[src/rtl/servo_pkg.sv]
// Shared parameters, state encoding and command-to-pulse-width mapping for the servo PWM stage.
package servo_pkg;

  localparam int unsigned SERVO_WIDTH     = 12;
  localparam int unsigned SERVO_CLK_DIV   = 50;
  localparam int unsigned SERVO_PERIOD_US = 20000;
  localparam int unsigned SERVO_CENTER_US = 1500;
  localparam int unsigned SERVO_MIN_US    = 1000;
  localparam int unsigned SERVO_MAX_US    = 2000;
  localparam int unsigned SERVO_SHIFT     = 2;

  localparam int unsigned US_W      = 15;
  localparam int unsigned PW_W      = 16;
  localparam int unsigned CMD_EXT_W = 17;

  typedef enum logic [1:0] {
    ST_IDLE = 2'b00,
    ST_HIGH = 2'b01,
    ST_LOW  = 2'b10
  } servo_state_e;

  // center + (cmd >>> shift), evaluated signed at 17 bits, clamped to [min_us, max_us]
  function automatic logic [PW_W-1:0] sat_width(
    input logic signed [CMD_EXT_W-1:0] cmd,
    input int unsigned                 shift,
    input int unsigned                 center_us,
    input int unsigned                 min_us,
    input int unsigned                 max_us
  );
    logic signed [CMD_EXT_W-1:0] mapped;
    mapped = $signed({1'b0, PW_W'(center_us)}) + (cmd >>> shift);
    if (mapped < $signed({1'b0, PW_W'(min_us)})) return PW_W'(min_us);
    if (mapped > $signed({1'b0, PW_W'(max_us)})) return PW_W'(max_us);
    return mapped[PW_W-1:0];
  endfunction

endpackage

[src/rtl/servo_tick_gen.sv]
// Microsecond timebase: clock prescaler feeding a wrapping per-period microsecond counter.
module servo_tick_gen import servo_pkg::*; #(
  parameter int unsigned CLK_DIV   = SERVO_CLK_DIV,
  parameter int unsigned PERIOD_US = SERVO_PERIOD_US
) (
  input  logic            clk_i,
  input  logic            reset,
  input  logic            clear_i,
  output logic            tick_c,
  output logic            boundary_c,
  output logic [US_W-1:0] us_cnt_o
);

  localparam int unsigned PRE_W = (CLK_DIV > 1) ? $clog2(CLK_DIV) : 1;

  logic [PRE_W-1:0] pre_q, pre_d;
  logic [US_W-1:0]  us_q, us_d;

  always_comb begin
    pre_d      = pre_q;
    us_d       = us_q;
    tick_c     = (pre_q == PRE_W'(CLK_DIV - 1));
    boundary_c = tick_c && (us_q == US_W'(PERIOD_US - 1));
    if (clear_i) begin
      pre_d = '0;
      us_d  = '0;
    end else if (tick_c) begin
      pre_d = '0;
      us_d  = boundary_c ? '0 : us_q + US_W'(1);
    end else begin
      pre_d = pre_q + PRE_W'(1);
    end
  end

  always_ff @(posedge clk_i or negedge reset) begin
    if (!reset) begin
      pre_q <= '0;
      us_q  <= '0;
    end else begin
      pre_q <= pre_d;
      us_q  <= us_d;
    end
  end

  assign us_cnt_o = us_q;

endmodule

[src/rtl/servo_pwm_gen.sv]
// Servo PWM generator: captures PID commands into a shadow width and emits glitch-free periodic pulses.
module servo_pwm_gen import servo_pkg::*; #(
  parameter int unsigned WIDTH     = SERVO_WIDTH,
  parameter int unsigned CLK_DIV   = SERVO_CLK_DIV,
  parameter int unsigned PERIOD_US = SERVO_PERIOD_US,
  parameter int unsigned CENTER_US = SERVO_CENTER_US,
  parameter int unsigned MIN_US    = SERVO_MIN_US,
  parameter int unsigned MAX_US    = SERVO_MAX_US,
  parameter int unsigned SHIFT     = SERVO_SHIFT
) (
  input  logic                    clk_i,
  input  logic                    reset,
  input  logic                    en_i,
  input  logic signed [WIDTH-1:0] servo_i,
  input  logic                    dataf_i,
  output logic                    pwm_o,
  output logic                    ack_o,
  output logic                    period_o,
  output logic [PW_W-1:0]         width_o
);

  servo_state_e state_q, state_d;
  logic pwm_q, pwm_d, ack_q, ack_d, period_q, period_d, dataf_q, dataf_d;
  logic [PW_W-1:0] width_q, width_d, shadow_q, shadow_d, mapped;
  logic signed [CMD_EXT_W-1:0] cmd_ext;
  logic capture, start, clear, tick, boundary;
  logic [US_W-1:0] us_cnt;

  servo_tick_gen #(
    .CLK_DIV   (CLK_DIV),
    .PERIOD_US (PERIOD_US)
  ) u_tick (
    .clk_i      (clk_i),
    .reset      (reset),
    .clear_i    (clear),
    .tick_c     (tick),
    .boundary_c (boundary),
    .us_cnt_o   (us_cnt)
  );

  always_comb begin
    cmd_ext = CMD_EXT_W'(servo_i);
    mapped  = sat_width(cmd_ext, SHIFT, CENTER_US, MIN_US, MAX_US);
  end

  // Next state, shadow capture and period-start width load
  always_comb begin
    state_d  = state_q;
    width_d  = width_q;
    shadow_d = shadow_q;
    dataf_d  = dataf_i;
    period_d = 1'b0;
    clear    = 1'b0;
    start    = 1'b0;
    capture  = dataf_i & ~dataf_q;
    ack_d    = capture;
    if (capture) shadow_d = mapped;

    case (state_q)
      ST_IDLE: begin
        clear = 1'b1;
        if (en_i) begin
          start   = 1'b1;
          width_d = shadow_q;
        end
      end
      ST_HIGH: begin
        if (tick && ({1'b0, us_cnt} == width_q - PW_W'(1))) state_d = ST_LOW;
      end
      ST_LOW: begin
        if (boundary) begin
          if (en_i) begin
            start   = 1'b1;
            width_d = capture ? mapped : shadow_q;
          end else begin
            state_d = ST_IDLE;
          end
        end
      end
      default: state_d = ST_IDLE;
    endcase

    if (start) begin
      state_d  = ST_HIGH;
      period_d = 1'b1;
    end
    pwm_d = (state_d == ST_HIGH);
  end

  always_ff @(posedge clk_i or negedge reset) begin
    if (!reset) begin
      state_q  <= ST_IDLE;
      pwm_q    <= 1'b0;
      ack_q    <= 1'b0;
      period_q <= 1'b0;
      dataf_q  <= 1'b0;
      width_q  <= PW_W'(CENTER_US);
      shadow_q <= PW_W'(CENTER_US);
    end else begin
      state_q  <= state_d;
      pwm_q    <= pwm_d;
      ack_q    <= ack_d;
      period_q <= period_d;
      dataf_q  <= dataf_d;
      width_q  <= width_d;
      shadow_q <= shadow_d;
    end
  end

  assign pwm_o    = pwm_q;
  assign ack_o    = ack_q;
  assign period_o = period_q;
  assign width_o  = width_q;

endmodule

[config.mk]
export PLATFORM = sky130hd
export DESIGN_NAME = servo_pwm_gen
export DESIGN_NICKNAME = d
export VERILOG_FILES = /design/src/rtl/servo_pkg.sv /design/src/rtl/servo_tick_gen.sv /design/src/rtl/servo_pwm_gen.sv
export SDC_FILE = /design/constraint.sdc
export NUM_CORES = 1
export LEC_CHECK = 0
export ABC_AREA = 1
export CORE_ASPECT_RATIO = 1.4
export CORE_UTILIZATION = 30
export DETAILED_ROUTE_END_ITERATION = 6
export SLEW_MARGIN = 10
export SYNTH_ARGS = -nofsm -noshare
export SYNTH_HDL_FRONTEND = slang
export SYNTH_HIERARCHICAL = 1
export SYNTH_SLANG_ARGS = --single-unit
export TNS_END_PERCENT = 5
[constraint.sdc]
create_clock -name clk_i -period 2.5 [get_ports clk_i]
set_input_delay 0.5 -clock clk_i [delete_from_list [all_inputs] [get_ports clk_i]]
set_output_delay 0.5 -clock clk_i [all_outputs]
set_load 0.03 [all_outputs]
==> reports/metrics.yaml <==
yosys:
  postSynthCellCount: 510
  ys_seq_elements: 59
  synth_nets: 531
  synth_flop_cell: "dfrtp_1"
  yosys-top-cells-area: "dfrtp_1 30%, nand2_1 13%, dfstp_2 9.8%"
  syn-cell-area_um2: 3761
  async_reset_ff_frac: 1.000
  yosysTopAreaCell: "dfrtp_1"
  avgSynthCellArea_um2: 7.375
  synth.top_cell.area_share: 0.2994
  synth_edf_count: 0
  synth_cell_types: 40
  synth-warning-count: 6
  ys_seq_area_frac: 0.3972
timing:
  fin_crit_ns: 2.183
  setup_violations: 0
  period_share: 0.8731
  final-hold-violation-count: 0
  slew_headroom: 0.5533
  setup-tns-final_ns: 0
  rsz0062_at_grt: "false"
  finClkSkew_ns: 0.008120
  tightest_slew_ns: 0.6694
  drv_slew: 0
  max_freq_mhz: 458.2
setup_path:
  cp_slowest_stage_delay_ns: 0.44
  startpoint_type: "register"
  crit_arrival_ns: 2.39
  crit_chain: "ha_1, nand2_1, inv_1, nand2_1, nor2_2, nand2_2, nor2_1, nor2_1, nor3_2, inv_2, a21oi_1, a21oi_1"
  required_ns: 2.71
  r2r_cells: 12
  crit_fanout: 18
  rr_endpoint: "width_o[0]"
  reg2reg_slack_ns: 0.32
  r2r_start: "u_tick/us_cnt_o[0]"
  crit_type: "reg2reg"
  cp-end-kind: "register"
  worst_path_max_delay_cell: "dfrtp_1"
clock_tree:
  cts_sinks: 59
  htree_levels: 3
  clockBufferDepth: 2
  clk_latency_ns: 0.33
  cts_tree: "yes"
  root_buffer: "clkbuf_16"
  cts_buffers: 9
  cts_resized: 0
  post-cts-setup-buffers: 0
  clk_pin_slew_worst_paths_ns: 0.06
  ctsHoldBuffers: 0
placed_design:
  place_congestion: 0.8413
  port-buffer-count: 32
  dpl.hpwl_um: 7112
pwr:
  power_frac_clock: 0.367
  irDropWorstVdd_uv: 492.9
  internal-power_mw: 2.443
  p_sw_mw: 1.230
  p_comb_frac: 0.273
  finalPower_mw: 3.673
  sw_frac_of_total: 0.3349
  powerDensity_nw_per_um2: 788.1
  p_leak_nw: 2.066
  p_seq_frac: 0.360
floorplanning:
  core_area_um2: 12250
  die_x_um: 96.63
  io_pins: 35
  initial_utilization: 0.3070
  floorplan.rows: 48
  die-area_um2: 12990
  die-height_um: 134.5
drt:
  firstDrtPassIters: 5
  ant_nets: 0
  wirelength_um: 9273
  via_per_inst: 4.830
  wl_per_cell_um: 13.01
  drc: 0
  drtIter0Drc: 113
  dr_total_vias: 3444
cells_and_area:
  fin_nets: 579
  n_antenna_cell: 0
  post-route-util: 0.3804
  fillers: 1307
  layout-drive-gt1-share: 0.1687
  seq_area_um2: 1494
  multi_input_area_um2: 1957
  area_growth_pct: 23.92
grt:
  grt_pass1_vias: 3389
  antenna_found_initial: 0
  grt_remaining_overflow: 0
  grt_usage: 0.1475
  grt_pass1_wl_um: 15400
  grt_max_degree: 35
min_path:
  min_path_type: "in2async"
outcome:
  status: "complete, no violations"
flow_run:
  cap_violations: 0
per-stage QoR:
step	hold slack [ns]	std cells	worst slack, ns	instance area, um2
floorplan	0.2044	510	0.2822	3761
global route	0.2250	713	0.06423	4661
CTS	0.1946	713	0.3317	4661
finish	0.1843	713	0.3173	4661
global placement	0.4625	697	0.07143	4333
detailed placement	0.4609	697	0.0002811	4333
state kept, by name, summed over array words and instances, names as in the netlist:
register	cells
shadow_q	16
width_o	16
u_tick/us_cnt_o	15
u_tick/pre_q	6
state_q	2
ack_o	1
dataf_q	1
period_o	1
pwm_o	1
Yosys cell counts (3+ instances only):
master    count
clkbuf_1      3
a21oi_1      14
nand2_4       3
ha_1          5
nand3_2       6
inv_2         6
xnor2_1       6
nand2_2      11
nor2_2       13
dfrtp_1      45
inv_1        60
o21ai_0      21
o21ai_1       8
nor2_1       68
nand3b_1      5
xor2_1       11
dfstp_2      14
nor3_1        3
nand3_1      39
nand2_1     129
nand4_1       9
a22o_1        4
worst max-delay path, delay by kind of cell (launching register included):
kind | cells | cell delay, ns
AND/OR/NAND/NOR | 7 | 0.86
adder cells (fa/ha/maj) | 1 | 0.21
buffers and inverters | 2 | 0.29
flip-flops | 1 | 0.44
AO/OA/AOI/OAI | 2 | 0.26
power groups by stage:
stage	sequential, mW	clock (mW)	combinational [mW]
final	1.32	1.35	1.00
after global routing	1.34	1.42	1.11
after CTS	1.32	1.38	1.01
after detailed placement	1.34	0	1.00
after global placement	1.33	0	0.987
after floorplan	1.44	0	0.529
worst max path at each step:
stage,cells after the start,from,to
after floorplan,12,u_tick/us_cnt_o[0],width_o[15]
after global placement,15,servo_i[4],width_o[0]
after detailed placement,15,servo_i[4],width_o[0]
after CTS,15,servo_i[4],width_o[0]
after global routing,13,u_tick/us_cnt_o[0],width_o[3]
final,12,u_tick/us_cnt_o[0],width_o[0]
cells in the final DEF (no fill, tap or decap), types with 6 or more instances in the layout:
cell	count
nor2_2	13
a21oi_1	14
buf_4	10
dfstp_2	14
nand2_2	11
nand2_1	129
xor2_1	11
clkbuf_16	9
nand4_1	9
nor2_1	68
inv_1	60
inv_2	6
nand3_1	39
o21ai_1	8
clkdlybuf4s50_1	31
o21ai_0	21
xnor2_1	6
dfrtp_1	45
nand3_2	6
layout make-up:
type	instances	area share
clock buffer	10	0.05128
sequential	59	0.3205
clock inverter	6	0.01906
timing repair buffer	44	0.09235
inverter	69	0.05664
tap	150	0.04027
multi-input combinational	375	0.4199
layer usage:
metal	GRT usage	wire length, um
met1	0.1547	3724
met2	0.2758	5015
met3	0.02640	222
met4	0.08292	310
met5	0	0
cell families (layout without fill, tap and decap cells):
logic type,count (synthesis),in the layout,share of synthesized area
AOI/OAI and AO/OA,60,60,0.09581
buffers and inverters,76,129,0.08250
xor gates and xnor gates,17,17,0.03959
adders and majority gates,5,5,0.01663
and+or+nand+nor,292,292,0.3656
DFF,59,59,0.3972
muxes,1,1,0.002661
Note: power is estimated with default switching activity, not from simulation.
